**src/rtl/fb_port_arbiter.sv**
```systemverilog
// Single-port framebuffer arbiter: raster writes, scanout reads and a built-in
// frame-clear sequencer share one registered memory command per cycle.
module fb_port_arbiter #(
    parameter int                FB_WIDTH     = 640,
    parameter int                FB_HEIGHT    = 400,
    parameter int                ADDR_W       = 18,
    parameter int                DATA_W       = 64,
    parameter logic [DATA_W-1:0] CLEAR_VALUE  = '0,
    parameter int                STARVE_LIMIT = 8
) (
    input  logic              I_CLOCK,
    input  logic              I_RESET_N,
    input  logic              I_CLEAR_REQ,
    output logic              O_CLEAR_BUSY,
    output logic              O_CLEAR_DONE,
    output logic              O_FRAMESTALL,
    input  logic              I_RS_VALID,
    input  logic [ADDR_W-1:0] I_RS_ADDR,
    input  logic [DATA_W-1:0] I_RS_DATA,
    output logic              O_RS_READY,
    input  logic              I_SO_REQ,
    input  logic [ADDR_W-1:0] I_SO_ADDR,
    output logic              O_SO_GNT,
    output logic              O_SO_RVALID,
    output logic [DATA_W-1:0] O_SO_RDATA,
    output logic [ADDR_W-1:0] O_MEM_ADDR,
    output logic [DATA_W-1:0] O_MEM_WDATA,
    output logic              O_MEM_WE,
    output logic              O_MEM_RE,
    input  logic [DATA_W-1:0] I_MEM_RDATA,
    output logic [15:0]       O_DROP_CNT
);

    localparam int                FB_SIZE     = FB_WIDTH * FB_HEIGHT;
    localparam logic [ADDR_W:0]   FB_SIZE_EXT = (ADDR_W+1)'(FB_SIZE);
    localparam logic [ADDR_W-1:0] LAST_ADDR   = ADDR_W'(FB_SIZE - 1);
    localparam int                STARVE_W    = (STARVE_LIMIT < 1) ? 1 : $clog2(STARVE_LIMIT + 1);
    localparam logic [STARVE_W-1:0] STARVE_MAX = STARVE_W'(STARVE_LIMIT);

    typedef enum logic {IDLE, CLEAR} state_t;

    state_t              state_q, state_d;
    logic [ADDR_W-1:0]   clr_cnt_q, clr_cnt_d;
    logic [STARVE_W-1:0] starve_q, starve_d;
    logic [15:0]         drop_q, drop_d;
    logic                done_q, done_d;
    logic                rvalid_q, rvalid_d;
    logic                mem_we_q, mem_we_d;
    logic                mem_re_q, mem_re_d;
    logic [ADDR_W-1:0]   mem_addr_q, mem_addr_d;
    logic [DATA_W-1:0]   mem_wdata_q, mem_wdata_d;

    logic in_clear, starved, gnt_rs, gnt_so, gnt_clr, rs_in_range;

    // Priority: starved raster > scanout > clear > raster; raster is locked out during a clear.
    always_comb begin
        in_clear    = (state_q == CLEAR);
        starved     = (starve_q >= STARVE_MAX);
        gnt_rs      = !in_clear && I_RS_VALID && (starved || !I_SO_REQ);
        gnt_so      = I_SO_REQ && !gnt_rs;
        gnt_clr     = in_clear && !I_SO_REQ;
        rs_in_range = ({1'b0, I_RS_ADDR} < FB_SIZE_EXT);
    end

    always_comb begin
        state_d     = state_q;
        clr_cnt_d   = clr_cnt_q;
        drop_d      = drop_q;
        done_d      = 1'b0;
        rvalid_d    = mem_re_q;
        mem_we_d    = 1'b0;
        mem_re_d    = 1'b0;
        mem_addr_d  = mem_addr_q;
        mem_wdata_d = mem_wdata_q;
        starve_d    = starve_q;

        if (!in_clear && I_CLEAR_REQ) begin
            state_d   = CLEAR;
            clr_cnt_d = '0;
        end

        if (gnt_clr) begin
            mem_we_d    = 1'b1;
            mem_addr_d  = clr_cnt_q;
            mem_wdata_d = CLEAR_VALUE;
            clr_cnt_d   = clr_cnt_q + ADDR_W'(1);
            if (clr_cnt_q == LAST_ADDR) begin
                state_d = IDLE;
                done_d  = 1'b1;
            end
        end

        if (gnt_so) begin
            mem_re_d   = 1'b1;
            mem_addr_d = I_SO_ADDR;
        end

        // Out-of-range raster writes still handshake but never reach memory.
        if (gnt_rs) begin
            if (rs_in_range) begin
                mem_we_d    = 1'b1;
                mem_addr_d  = I_RS_ADDR;
                mem_wdata_d = I_RS_DATA;
            end else if (drop_q != 16'hFFFF) begin
                drop_d = drop_q + 16'd1;
            end
        end

        if (in_clear || !I_RS_VALID || gnt_rs) begin
            starve_d = '0;
        end else if (!starved) begin
            starve_d = starve_q + STARVE_W'(1);
        end
    end

    always_ff @(posedge I_CLOCK or negedge I_RESET_N) begin
        if (!I_RESET_N) begin
            state_q     <= IDLE;
            clr_cnt_q   <= '0;
            starve_q    <= '0;
            drop_q      <= '0;
            done_q      <= 1'b0;
            rvalid_q    <= 1'b0;
            mem_we_q    <= 1'b0;
            mem_re_q    <= 1'b0;
            mem_addr_q  <= '0;
            mem_wdata_q <= '0;
        end else begin
            state_q     <= state_d;
            clr_cnt_q   <= clr_cnt_d;
            starve_q    <= starve_d;
            drop_q      <= drop_d;
            done_q      <= done_d;
            rvalid_q    <= rvalid_d;
            mem_we_q    <= mem_we_d;
            mem_re_q    <= mem_re_d;
            mem_addr_q  <= mem_addr_d;
            mem_wdata_q <= mem_wdata_d;
        end
    end

    assign O_CLEAR_BUSY = in_clear;
    assign O_FRAMESTALL = in_clear;
    assign O_CLEAR_DONE = done_q;
    assign O_RS_READY   = gnt_rs;
    assign O_SO_GNT     = gnt_so;
    assign O_SO_RVALID  = rvalid_q;
    assign O_SO_RDATA   = rvalid_q ? I_MEM_RDATA : '0;
    assign O_MEM_ADDR   = mem_addr_q;
    assign O_MEM_WDATA  = mem_wdata_q;
    assign O_MEM_WE     = mem_we_q;
    assign O_MEM_RE     = mem_re_q;
    assign O_DROP_CNT   = drop_q;

endmodule

```
**config.mk**
```make
export PLATFORM = sky130hd
export DESIGN_NAME = fb_port_arbiter
export DESIGN_NICKNAME = d
export VERILOG_FILES = /design/src/rtl/fb_port_arbiter.sv
export SDC_FILE = /design/constraint.sdc
export NUM_CORES = 1
export LEC_CHECK = 0
export ABC_AREA = 1
export CORE_AREA = 2 2 131 133
export CTS_CLUSTER_DIAMETER = 50
export CTS_CLUSTER_SIZE = 12
export DETAILED_ROUTE_END_ITERATION = 16
export DIE_AREA = 0 0 133 135
export HOLD_SLACK_MARGIN = 0.02
export PLACE_DENSITY = 0.77
export SLEW_MARGIN = 0
export SYNTH_ARGS = -nofsm -noshare
export SYNTH_HDL_FRONTEND = slang
export SYNTH_SLANG_ARGS = --single-unit
```
**constraint.sdc**
```tcl
create_clock -name I_CLOCK -period 3.2 [get_ports I_CLOCK]
set_input_delay 0.32 -clock I_CLOCK [delete_from_list [all_inputs] [get_ports I_CLOCK]]
set_output_delay 0.32 -clock I_CLOCK [all_outputs]
set_load 0.01 [all_outputs]
```
==> flow_summary.toml <==
[detailed_routing]
drt-wirelength-per-cell_um = 15.7
antenna_left = 0
num_vias = 7365
drt-total-wl_um = 23400
drt_iter0_drc = 376
route.detailed.drc = 0
via_per_inst = 4.93
firstDrtPassIters = 4

[cts]
cts.reportedPaths.clkPinSlew_ps = 60
cts_buffers = 17
cts_tree = "done"
clock_path_buffers = 2
cts_resized = 0
cts_setup_buffers = 0
cts_sinks = 125
cts_root_buffer = "clkbuf_16"
worst_skew_pair.late_latency_ps = 420
cts-htree-levels = 4
ctsHoldBuffers = 1

[logic_synthesis]
netlist_area_mm2 = 0.00672
synthTopCellsByArea = "dfrtp_1, nand2_1, nand3_1"
synth_top_area_share_pct = 46.6
synthCells = 943
yosysWarningCount = 0
yosysTopAreaCell = "dfrtp_1"
ys_seq_area_share_pct = 46.6
synthesis.nets = 1116
post_synth.cell_area_avg_um2 = 7.12
yosysUniqueCellTypes = 31
synth-seq-cells = 125

[timing]
slew_headroom_pct = 60.2
totalNegativeSetupSlack_ps = 0
finalMaxSlewViolations = 0
fin_crit_sh_pct = 76.1
worst_slew_pin_slew_ps = 597
hold_viol = 0
rsz0062_at_grt = "no"
fmax_ghz = 0.411
skew_ps = 8.04
fin_crit_ps = 2440
setup-violations-final = 0

[pwr]
total_power_mw = 4.18
irDropWorstVdd_mv = 0.272
power_density_mw_per_mm2 = 386
power.leakage_nw = 5.48

[floorplan]
die_y_um = 135
core_area_mm2 = 0.0164
io_pins = 339
dieArea_mm2 = 0.0180
fp.dieW_um = 133
start_util_pct = 40.9
rows = 47

[place]
io_buffers = 338
gp_congestion = 0.875
dp.cells = 1461
dp_hpwl_um = 17400

[final_layout]
fin_nets = 1434
area_delta_synth_final_pct = 61.2
mostFrequentLayoutCells = "nand2_1, clkdlybuf4s50_1, nand3_1"
post-route-util_pct = 66.0
drive_gt1_share_pct = 4.63
fin_cells = 1495
fillers = 1390

[hold_path]
hold_path_class = "primary input to async pin"

[setup_path]
critPathMaxStageDelay_ps = 630
setup.worst_path.class = "register to primary output"
cp_slowest_cell = "clkdlybuf4s50_1"
crit_family = "buffers and inverters"
critPathBufInv = 2
cp-end-kind = "primary output"
crit_arrival_ps = 2120
r2r_slack_ps = 1230
critPathLaunchType = "register"
critPathRequiredTime_ps = 2880
path_cells = "inv_2, nand2_1, a21oi_4, clkdlybuf4s50_1"
cp_max_fo = 17

[job]
max-cap-violations = 0

[global_routing]
grt_max_degree = 72
overflow = 0
grt_pass1_wl_um = 36300
grt.total_usage_pct = 25.8
antenna_found_initial = 1
grt_pass1_vias = 6953

[run_status]
outcome = "finished, final reports clean"
-- registers in the layout, indices dropped and copies added (netlist names) --
signal / cells
O_MEM_WDATA: 64
O_MEM_ADDR: 18
clr_cnt_q: 18
O_DROP_CNT: 16
starve_q: 4
O_CLEAR_BUSY: 1
O_CLEAR_DONE: 1
O_MEM_RE: 1
O_MEM_WE: 1
O_SO_RVALID: 1
-- worst register-to-register path: stages (launching register included) --
cell and delay (ps):
dfrtp_1 470, ha_1 350, inv_2 70, nor2_4 200, nand2_4 90, o21ai_2 510, o21ai_0 150
-- cells by family after synthesis --
| logic type | after synthesis | synth area share, % |
|---|---|---|
| adder cells (fa/ha/maj) | 4 | 0.745 |
| XOR/XNOR | 4 | 0.522 |
| AO/OA/AOI/OAI | 42 | 3.35 |
| AND/OR/NAND/NOR | 603 | 38.7 |
| buffers and inverters | 165 | 10.1 |
| flip-flops | 125 | 46.6 |
-- Yosys cell counts --
library cell / count
a21oi_1: 5
nor2_1: 47
inv_2: 3
nand3_1: 188
xor2_1: 2
nor2_2: 1
or2_1: 6
buf_6: 2
nand2_1: 339
o21ai_1: 4
nand4_1: 9
buf_1: 4
a31oi_1: 1
o21ai_2: 1
clkbuf_1: 14
o22ai_1: 3
o211ai_1: 1
inv_1: 110
buf_2: 30
xnor2_1: 2
nand2_4: 1
a21oi_2: 1
nand2_2: 2
o21ai_0: 26
buf_4: 2
or2_2: 2
or2_0: 3
ha_1: 4
nor2_4: 4
dfrtp_1: 125
nand3b_1: 1
-- power by group --
| part | internal (mW) | total, mW | switching, mW |
|---|---|---|---|
| Sequential | 1.64 | 1.70 | 0.0545 |
| Combinational | 0.380 | 0.675 | 0.295 |
| Clock | 1.11 | 1.81 | 0.705 |
| Total | 3.13 | 4.18 | 1.06 |
-- metrics by stage --
step           area, µm²  hold WS [ps]  setup WS (ps)
2_1_floorplan       6720          24.4           1610
3_3_place_gp       10300           269            962
3_5_place_dp       10300           280            903
4_1_cts            10800           364            759
5_1_grt            10800           388            700
6_report           10800           363            764
-- final cells by class --
type                       instances  area, µm²  area share (%)
timing repair buffer             351       3520            32.5
inverter                         113        424            3.92
multi-input combinational        653       2920            27.0
sequential                       125       3130            28.9
clock inverter                     9       88.8           0.821
tap                              220        275            2.54
clock buffer                      23        468            4.32
antenna                            1       2.50          0.0231
-- per-layer routing --
| metal | vias up | wire (µm) | global-route usage [%] |
|---|---|---|---|
| met2 | 306 | 11900 | 45.0 |
| li1 | 3593 | - | - |
| met1 | 3414 | 8480 | 28.5 |
| met4 | 0 | 905 | 13.4 |
| met5 | - | 0 | 0 |
| met3 | 52 | 2100 | 7.92 |
-- path summary, 6_finish.rpt --
| check | cells past startpoint | to | start |
|---|---|---|---|
| worst min register to register | 0 | O_SO_RVALID$_DFF_PN0_ | O_MEM_RE$_DFF_PN0_ |
| max in group asynchronous | 3 | O_MEM_WDATA[4]$_DFF_PN0_ | I_RESET_N |
| min in group I_CLOCK | 0 | O_SO_RVALID$_DFF_PN0_ | O_MEM_RE$_DFF_PN0_ |
| worst max register to register | 6 | O_DROP_CNT[2]$_DFFE_PN0P_ | O_DROP_CNT[0]$_DFFE_PN0P_ |
| worst max-delay path | 4 | O_RS_READY | O_CLEAR_BUSY$_DFF_PN0_ |
| worst min-delay path | 2 | O_DROP_CNT[0]$_DFFE_PN0P_ | I_RESET_N |
No activity file was read; power rests on OpenSTA's default activity.
